==> config.mk <==
export PLATFORM = sky130hd
export DESIGN_NAME = alu_op_scheduler
export DESIGN_NICKNAME = d
export VERILOG_FILES = /design/src/rtl/alu_ctrl_pkg.sv /design/src/rtl/alu_rr_arbiter.sv /design/src/rtl/alu_op_scheduler.sv
export SDC_FILE = /design/constraint.sdc
export NUM_CORES = 1
export LEC_CHECK = 0
export CAP_MARGIN = 20
export CELL_PAD_IN_SITES_DETAIL_PLACEMENT = 0
export CELL_PAD_IN_SITES_GLOBAL_PLACEMENT = 1
export CORE_MARGIN = 5
export CORE_UTILIZATION = 52
export CTS_BUF_LIST = sky130_fd_sc_hd__clkbuf_8
export DETAILED_ROUTE_END_ITERATION = 10
export DONT_BUFFER_PORTS = 1
export PLACE_DENSITY_LB_ADDON = 0.1
export SETUP_SLACK_MARGIN = 0.15
export SLEW_MARGIN = 10
export SYNTH_ARGS = -nofsm -noshare
export SYNTH_HDL_FRONTEND = slang
export SYNTH_SLANG_ARGS = --single-unit
==> constraint.sdc <==
create_clock -name clock -period 5.75 [get_ports clock]
set_input_delay 0.8625 -clock clock [delete_from_list [all_inputs] [get_ports clock]]
set_output_delay 0.8625 -clock clock [all_outputs]
set_load 0.02 [all_outputs]
==> src/rtl/alu_ctrl_pkg.sv <==
// Shared types and constants for the ALU operation scheduler.
package alu_ctrl_pkg;

    typedef enum logic [1:0] {
        IDLE    = 2'd0,
        ISSUE   = 2'd1,
        CAPTURE = 2'd2,
        RESP    = 2'd3
    } state_t;

    localparam logic [3:0] OP_0 = 4'd0;
    localparam logic [3:0] OP_1 = 4'd1;
    localparam logic [3:0] OP_2 = 4'd2;
    localparam logic [3:0] OP_3 = 4'd3;

    localparam int MAX_OP_DEFAULT = 3;

endpackage

==> src/rtl/alu_rr_arbiter.sv <==
// Round-robin arbiter: grants the first request at or after the pointer, wrapping,
// and moves the pointer just past the winner when the grant is taken.
module alu_rr_arbiter
    import alu_ctrl_pkg::*;
#(
    parameter int NUM_REQ = 4,
    parameter int ID_W    = $clog2(NUM_REQ)
) (
    input  logic               clock,
    input  logic               reset,
    input  logic [NUM_REQ-1:0] req,
    input  logic               advance,
    output logic [NUM_REQ-1:0] grant,
    output logic [ID_W-1:0]    grant_id,
    output logic               grant_valid
);

    logic [ID_W-1:0] pointer;

    always_comb begin
        grant       = '0;
        grant_id    = '0;
        grant_valid = 1'b0;
        for (int k = 0; k < NUM_REQ; k++) begin
            if (!grant_valid && req[(int'(pointer) + k) % NUM_REQ]) begin
                grant_valid = 1'b1;
                grant_id    = ID_W'((int'(pointer) + k) % NUM_REQ);
            end
        end
        if (grant_valid) grant[grant_id] = 1'b1;
    end

    always_ff @(posedge clock or posedge reset) begin
        if (reset) begin
            pointer <= '0;
        end else if (advance && grant_valid) begin
            pointer <= (grant_id == ID_W'(NUM_REQ - 1)) ? '0 : grant_id + 1'b1;
        end
    end

endmodule

==> src/rtl/alu_op_scheduler.sv <==
// Shares one registered ALU between NUM_REQ requesters: arbitrate, issue a single
// data_in pulse, capture the result and return it with the requester id.
module alu_op_scheduler
    import alu_ctrl_pkg::*;
#(
    parameter  int NUM_REQ = 4,
    parameter  int DATA_W  = 8,
    parameter  int OP_W    = 4,
    parameter  int MAX_OP  = MAX_OP_DEFAULT,
    localparam int ID_W    = $clog2(NUM_REQ)
) (
    input  logic                      clock,
    input  logic                      reset,
    input  logic [NUM_REQ-1:0]        req_valid,
    output logic [NUM_REQ-1:0]        req_ready,
    input  logic [NUM_REQ*DATA_W-1:0] req_a,
    input  logic [NUM_REQ*DATA_W-1:0] req_b,
    input  logic [NUM_REQ*OP_W-1:0]   req_op,
    output logic                      rsp_valid,
    input  logic                      rsp_ready,
    output logic [ID_W-1:0]           rsp_id,
    output logic [DATA_W-1:0]         rsp_result,
    output logic                      rsp_error,
    output logic                      alu_data_in,
    output logic [DATA_W-1:0]         alu_input_a,
    output logic [DATA_W-1:0]         alu_input_b,
    output logic [OP_W-1:0]           alu_operator,
    input  logic [DATA_W-1:0]         alu_result
);

    // Both channels are valid/ready: a transfer happens on a rising edge where
    // valid and ready are both high; the sender holds its payload until then.

    state_t             state;
    logic [NUM_REQ-1:0] arb_req;
    logic [NUM_REQ-1:0] grant;
    logic [ID_W-1:0]    grant_id;
    logic               grant_valid;
    logic [DATA_W-1:0]  win_a;
    logic [DATA_W-1:0]  win_b;
    logic [OP_W-1:0]    win_op;
    logic               win_illegal;

    // Requests are only visible to the arbiter while idle, so grants stay one-hot
    // and there is no path from rsp_ready to req_ready.
    assign arb_req   = (state == IDLE && !reset) ? req_valid : '0;
    assign req_ready = grant;

    assign win_a       = req_a[int'(grant_id) * DATA_W +: DATA_W];
    assign win_b       = req_b[int'(grant_id) * DATA_W +: DATA_W];
    assign win_op      = req_op[int'(grant_id) * OP_W +: OP_W];
    assign win_illegal = (win_op > OP_W'(MAX_OP));

    alu_rr_arbiter #(
        .NUM_REQ (NUM_REQ),
        .ID_W    (ID_W)
    ) u_arbiter (
        .clock       (clock),
        .reset       (reset),
        .req         (arb_req),
        .advance     (grant_valid),
        .grant       (grant),
        .grant_id    (grant_id),
        .grant_valid (grant_valid)
    );

    always_ff @(posedge clock or posedge reset) begin
        if (reset) begin
            state        <= IDLE;
            rsp_valid    <= 1'b0;
            rsp_id       <= '0;
            rsp_result   <= '0;
            rsp_error    <= 1'b0;
            alu_data_in  <= 1'b0;
            alu_input_a  <= '0;
            alu_input_b  <= '0;
            alu_operator <= '0;
        end else begin
            case (state)
                IDLE: begin
                    if (grant_valid) begin
                        alu_input_a  <= win_a;
                        alu_input_b  <= win_b;
                        alu_operator <= win_op;
                        rsp_id       <= grant_id;
                        if (win_illegal) begin
                            // Rejected without an ALU pulse; answer right away.
                            rsp_result <= '0;
                            rsp_error  <= 1'b1;
                            rsp_valid  <= 1'b1;
                            state      <= RESP;
                        end else begin
                            alu_data_in <= 1'b1;
                            state       <= ISSUE;
                        end
                    end
                end
                ISSUE: begin
                    alu_data_in <= 1'b0;
                    state       <= CAPTURE;
                end
                CAPTURE: begin
                    rsp_result <= alu_result;
                    rsp_error  <= 1'b0;
                    rsp_valid  <= 1'b1;
                    state      <= RESP;
                end
                RESP: begin
                    if (rsp_ready) begin
                        rsp_valid <= 1'b0;
                        state     <= IDLE;
                    end
                end
                default: state <= IDLE;
            endcase
        end
    end

endmodule
==> impl_metrics.yaml <==
drt:
  vias: 1658
  antenna_left: 0
  drt_pass1_iterations: 6
  drcViolationCount: 0
  drt_iter0_markers: 76
  wirelength_um: 5743
  via_per_inst: 6.402
  wl_per_cell_um: 22.17
floorplan:
  die_area_um2: 6051
  die_x_um: 77.79
  fp.dieH_um: 77.79
  core_um2: 4414
  num_rows: 24
  num_io_pins: 132
  start_util_pct: 54.14
min_path:
  hold_path.class: "in2async"
global_routing:
  first_global_vias: 1763
  grt.busiest_layer: "met2"
  grt_max_degree: 45
  grtUsageMet2_pct: 31.55
  grt_util_all_layers_pct: 18.30
  grt_pass1_wl_um: 8914
  grtUsageMet3_pct: 7.523
  gr-total-overflow: 0
  use_met1_pct: 20.76
  antenna_found_initial: 0
pwr:
  total_power_mw: 1.247
  irDropWorstVdd_uv: 257.2
  p_per_area_nw_per_um2: 489.9
  p_leak_nw: 0.9968
placement:
  port_buffers: 0
  dp_hpwl_um: 4527
  gp_congestion: 0.7742
  place_ws_ps: 1968
  post_dp_cell_area_um2: 2439
run:
  maxCapViolCount: 0
logic_synthesis:
  yosys_warnings: 0
  synth_seq_cells: 37
  syn_inst: 205
  syn-num-nets: 310
  syn_avg_cell_area_um2: 11.66
  ys_types: 33
  syn-cell-area_um2: 2390
  ys_seq_area_share_pct: 38.74
worst_setup_path:
  worstPathRequired_ps: 4890
  r2r_start: "state[0]$_DFFE_PP0P_"
  cp.arrival_ps: 3000
  path_class: "reg2out"
  crit_fanout: 13
  cpPeakStageDelay_ps: 970
  crit_path_start: "state[0]$_DFFE_PP0P_"
  setup.worst_path.end_class: "primary output"
  path_cells: "inv_1 > ha_1 > nand2b_1 > a2111oi_4 > inv_1 > ha_1 > and2_1"
  cp-start-kind: "register"
  slowest_stage: "a2111oi_4"
sta:
  fin_ws_ps: 1889
  layout_min_cycle_time_ps: 3861
  finalMaxSlewViolations: 0
  worst_slew_margin_rel_pct: 29.65
  clock.fmax_mhz: 259.0
  fin_tns_setup_ps: 0
  tightest_slew_ps: 1055
  clock_skew_ps: 6.242
  fin_crit_sh_pct: 67.15
  final-setup-viol-count: 0
  hold_violations: 0
  rsz0062_at_grt: "false"
cts:
  postCtsSetupRepairBufs: 0
  worstSkewPairLatency_ps: 280
  cts_hold_buf: 0
  cts_resized: 0
  clockBufferDepth: 2
  cts_buffers: 5
  cts_max_level: 2
  path_clk_slew_ps: 80
  cts_tree: "done"
  cts-root-buf: "clkbuf_8"
  clkSinkCount: 37
finish:
  syn_to_final_growth_pct: 6.492
  final_area_um2: 2545
  final_layout_size_suffix_gt1_share_pct: 18.36
  diodes: 0
  fillers: 366
  finalNetCount: 312
run_status:
  status: "finished clean"
synth_stat cells:
| master | instances | area [um2] |
|---|---|---|
| mux2_1 | 1 | 11.26 |
| mux2_2 | 21 | 236.5 |
| nor3b_1 | 1 | 7.510 |
| and2_1 | 4 | 25.02 |
| nand3_1 | 3 | 15.01 |
| nor4_1 | 1 | 6.260 |
| a21o_1 | 4 | 30.03 |
| nor3_1 | 1 | 5.000 |
| a311oi_1 | 2 | 17.52 |
| inv_1 | 8 | 30.03 |
| inv_2 | 1 | 3.750 |
| a2111oi_4 | 1 | 27.53 |
| o311ai_2 | 1 | 16.27 |
| dfrtp_1 | 37 | 925.9 |
| a311o_1 | 1 | 10.01 |
| or2_2 | 1 | 6.260 |
| ha_1 | 10 | 125.1 |
| nand4_1 | 3 | 18.77 |
| buf_2 | 6 | 30.03 |
| a21oi_1 | 3 | 15.01 |
| mux2i_1 | 60 | 600.6 |
| nand3b_1 | 3 | 22.52 |
| a41o_1 | 1 | 10.01 |
| nor2_1 | 9 | 33.78 |
| a31oi_1 | 2 | 12.51 |
| o211a_1 | 1 | 10.01 |
| a22o_1 | 8 | 70.07 |
| clkbuf_1 | 3 | 11.26 |
| nor2b_1 | 1 | 6.260 |
| or3b_2 | 1 | 8.760 |
| a31oi_2 | 1 | 12.51 |
| nand2b_1 | 3 | 18.77 |
| o21ai_0 | 2 | 10.01 |
state kept, by name, summed over array words and instances (netlist names):
signal	count
alu_data_in	1
alu_input_a	8
alu_input_b	8
alu_operator	4
rsp_error	1
rsp_id	2
rsp_result	8
rsp_valid	1
state	2
u_arbiter.pointer	2
cells in the final DEF, fill, tap and decap left out, types with 2 or more instances in the layout:
master	Yosys	final
inv_1	8	9
nand3b_1	3	3
buf_4	0	3
a311oi_1	2	2
dfrtp_1	37	37
ha_1	10	10
mux2_2	21	21
and2_1	4	4
a31oi_1	2	2
a22o_1	8	8
nand3_1	3	3
a21oi_1	3	3
nor2_1	9	8
o21ai_0	2	2
nand2b_1	3	3
a21o_1	4	4
nand4_1	3	3
mux2i_1	60	60
clkbuf_8	0	6
through the flow:
stage	cells	hold WS, ps	utilization (%)
final	259	297.9	57.65
after floorplan	205	501.6	-
after global routing	259	286.0	57.65
after CTS	258	292.3	57.20
after global placement	251	514.3	55.24
after detailed placement	251	549.1	55.24
layout make-up:
cell class              count  area (um2)  share of cell area (%)
multi-input cells         150        1391                   54.67
flip-flops and latches     37       925.9                   36.38
clock buffers               6       82.58                   3.245
well taps                  52       65.06                   2.557
repair buffers              4       42.54                   1.672
inverters                   9       33.78                   1.327
clock inverters             1       3.754                  0.1475
final timing paths:
kind / endpoint / slack [ps] / depth (start not counted)
max in group asynchronous: rsp_id[1]$_DFFE_PP0P_ / 4820 / 2
min: rsp_valid$_DFFE_PP0P_ / 300 / 1
max reg2reg: rsp_valid$_DFFE_PP0P_ / 2250 / 8
min in group clock: state[1]$_DFFE_PP0P_ / 560 / 1
max: req_ready[0] / 1890 / 7
min reg2reg: state[1]$_DFFE_PP0P_ / 560 / 1
power by group:
| part | switching (mW) | internal (mW) |
|---|---|---|
| combinational | 0.210 | 0.223 |
| clock | 0.0889 | 0.0934 |
| sequential | 0.244 | 0.388 |
cell families (layout without fill, tap and decap cells):
kind of cell    after synthesis  after routing  share of synthesized area [%]
mux                          82             82                          35.50
flops                        37             37                          38.74
simple gates                 31             31                          7.278
compound gates               27             27                          10.11
buf+inv                      18             20                          3.141
fa+ha+maj                    10             10                          5.236
routing by layer:
layer / share of wire (%) / wire length, um
met5: 0 / 0
met4: 0.85 / 49
met3: 9.6 / 550
met2: 51 / 2933
met1: 38 / 2209
critical path, delay by kind of cell (launching register included):
kind / cells / cell delay [ps]
compound gates: 1 / 970
fa+ha+maj: 2 / 540
buf+inv: 2 / 380
flops: 1 / 420
simple gates: 2 / 390
(Power assumes the default switching activity.)
==> patch, RTL diff (same settings) <==
Register the output `rsp_error` once more; this adds one clock of latency there. The other outputs are not delayed to match.
--- a/src/rtl/alu_op_scheduler.sv
+++ b/src/rtl/alu_op_scheduler.sv
@@ -27,6 +27,8 @@
     output logic [OP_W-1:0]           alu_operator,
     input  logic [DATA_W-1:0]         alu_result
 );
+
+    logic rsp_error_s0;
 
     // Both channels are valid/ready: a transfer happens on a rising edge where
     // valid and ready are both high; the sender holds its payload until then.
@@ -70,7 +72,7 @@
             rsp_valid    <= 1'b0;
             rsp_id       <= '0;
             rsp_result   <= '0;
-            rsp_error    <= 1'b0;
+            rsp_error_s0 <= 1'b0;
             alu_data_in  <= 1'b0;
             alu_input_a  <= '0;
             alu_input_b  <= '0;
@@ -86,7 +88,7 @@
                         if (win_illegal) begin
                             // Rejected without an ALU pulse; answer right away.
                             rsp_result <= '0;
-                            rsp_error  <= 1'b1;
+                            rsp_error_s0 <= 1'b1;
                             rsp_valid  <= 1'b1;
                             state      <= RESP;
                         end else begin
@@ -101,7 +103,7 @@
                 end
                 CAPTURE: begin
                     rsp_result <= alu_result;
-                    rsp_error  <= 1'b0;
+                    rsp_error_s0 <= 1'b0;
                     rsp_valid  <= 1'b1;
                     state      <= RESP;
                 end
@@ -116,4 +118,8 @@
         end
     end
 
+    always_ff @(posedge clock) begin
+        rsp_error <= rsp_error_s0;
+    end
+
 endmodule
Function: changed (Yosys sat finds a counterexample within 4 cycles, from zero or initial values and one cycle with reset high).
==> patch against the unedited design <==
Design area grew 1.1%. Global-route usage is 0.81 points higher. Count of clock-buffer cells in the layout stayed put. Clock skew hardly changed. Wire length up 1.3%. Maximum frequency decreased by 4.6%. Power up 1.5%. Via count increased by 1.3%. Synthesized area grew 0.84%. Cell count up 0.77%. Worst setup slack worse by 0.19 ns. Sequential cell count grew 1. Core utilization increased by 0.65 points. Critical path type unchanged. Critical endpoint is now req_ready[1]. Largest power group unchanged. Highest routed layer unchanged.
==> patch: results (changes against the unedited design) <==
The final worst clock skew is 0.00670 ns (+0.000459 ns). The pin slew with the least headroom to its limit came out at 1.09 ns (+0.0372 ns). For the placement-stage worst setup slack, the log shows 1.89 ns (-0.0757 ns). The logs give 0 (unchanged) for the number of nets still failing antenna checks after routing and 261 (+0.77%) for the non-filler instance count after layout. The synthesized area divided by synthesized cell count is 11.7 sq um (+0.35%).

The run gives 360 (-1.6%) as the number of filler instances in the final layout. The worst hold path belongs to the class register to register. The layout sequential cell count was 38 (+2.7%). Finished layout cell area: 2570 sq um (+1.1%).

Worst-path cell with the longest stage delay: sky130_fd_sc_hd__a2111oi_4. Half-perimeter wire length after detailed placement: 4.56 mm (+0.81%). The area used by sequential logic in the layout is 946 sq um (+2.2%), and the total number of vias is 1680 (+1.3%). The worst voltage drop across the vdd grid was 0.000283 V (+10%); the delay of the slowest cell on the worst path was 1.00 ns (+0.03 ns). The clock buffer instance count of the final layout was 6 (unchanged); the share of cell area taken by muxes after synthesis was 0.352 (-0.00295). Initial antenna violation count: 0 (unchanged). The hold path depth works out to 0. The global-route wire length before repair was 9.23 mm (+3.5%). The total instance count after detailed placement is 252 (+0.40%). The sequential element share of the synthesized area was 0.393 (+0.00509); the number of DRC markers after the initial detailed-route iteration was 59 (-22%). The routed wirelength normalized by instance count came out at 22.3 um (+0.56%). The share of synthesized cell area in full adder, half adder and majority cells was 0.0519 (-0.000435); the share of final layout cell area taken by clock buffers and inverters was 0.0369 (+0.00302).

The share of synthesized registers carrying an async set or reset is 0.974 (-0.0263). Pin count of the biggest net entering global routing: 45 (unchanged). The tools report the worst hold slack as 0.378 ns (+0.0796 ns). The reg-to-reg endpoint is rsp_valid. The total iterations of the first detailed-routing run is 4 (-2), and the fraction of final layout cells sized beyond drive strength 1 is 0.191 (+0.00781).

The total global routing track utilization is 0.191 (+0.00805). The flow ran to the end, and the final reports show no timing, DRC or antenna violations. The share of final layout cell area taken by non-clock buffers was 0.0165 (-0.000187). Layout inverter count without the clock tree: 9 (unchanged).

Static leakage power: 1.00 nW (+0.71%). The post-CTS setup repair buffer count is 0 (unchanged). The final-stage net count was 313 (+0.32%); the routability congestion estimate from global placement was 0.890 (+15%).

The run gives 2460 sq um (+0.82%) as the placed standard-cell area. The count of cells along the worst register-to-register path came out at 7 (-1). The gate family responsible for the most delay along the worst path is compound AO/OA/AOI/OAI gates. The total number of multi-input combinational cells is 150 (unchanged).

The via count of the first global-routing pass was 1808 (+2.6%); the fraction of standard cell area in multi-input logic was 0.541 (-0.00611). The tools report the instance count of the mapped netlist as 206 (+0.49%). In the post-synthesis netlist, the biggest area contributors are sky130_fd_sc_hd__dfrtp_1, sky130_fd_sc_hd__mux2i_1, sky130_fd_sc_hd__mux2_2. The tools report the hold path endpoint as rsp_error. The internal reg-to-reg setup slack is 2.41 ns (+0.16 ns).

The largest fanout of any net on the critical path is 14 (+1), and the count of different cell masters after synthesis is 35 (+6.1%). The fraction of the mapped netlist area in compound gates is 0.100 (-0.000839).
==> patch: cell count changes in the layout (fill, tap and decap cells not counted), sizes merged <==
| cell | unedited run | this run |
|---|---|---|
| clkinv | 0 | 1 |
| clkinvlp | 0 | 1 |
| dfxtp | 0 | 1 |
| inv | 10 | 9 |
==> patch: how the worst max path moves through the flow <==
stage | to | slack [ns] | start | depth (start not counted)
after floorplan | req_ready[1] | 2.54 | req_valid[0] | 6
after global placement | req_ready[1] | 1.99 | req_valid[0] | 6
after detailed placement | req_ready[1] | 1.89 | req_valid[0] | 6
after CTS | req_ready[1] | 1.63 | state[0] | 7
after global routing | req_ready[1] | 1.45 | state[0] | 7
final | req_ready[1] | 1.70 | state[0] | 7
==> patch: worst register-to-register path, delay by kind of cell (launching register included) <==
kind | cells | cell delay [ns]
flops | 1 | 0.42
fa+ha+maj | 1 | 0.31
buf+inv | 1 | 0.15
mux | 1 | 0.35
compound gates | 3 | 1.81
simple gates | 1 | 0.19
==> patch: kinds of logic (layout without fill, tap and decap cells) <==
kind of cell / Yosys count / after routing
AO/OA/AOI/OAI: 27 / 27
adder cells (fa/ha/maj): 10 / 10
multiplexers: 82 / 82
AND/OR/NAND/NOR: 31 / 31
flip-flops: 38 / 38
buffers and inverters: 18 / 21
==> patch: report_power, final <==
part	internal [W]	switching, W
Clock	0.0000964	0.0000960
Sequential	0.000398	0.000245
Combinational	0.000222	0.000209
==> patch: layer usage <==
layer | vias up | part of all wire | track usage
met5 | - | 0 | 0
met3 | 10 | 0.10 | 0.0755
met1 | 823 | 0.37 | 0.223
met4 | 0 | 0.023 | 0.0676
li1 | 760 | - | -
met2 | 87 | 0.51 | 0.318
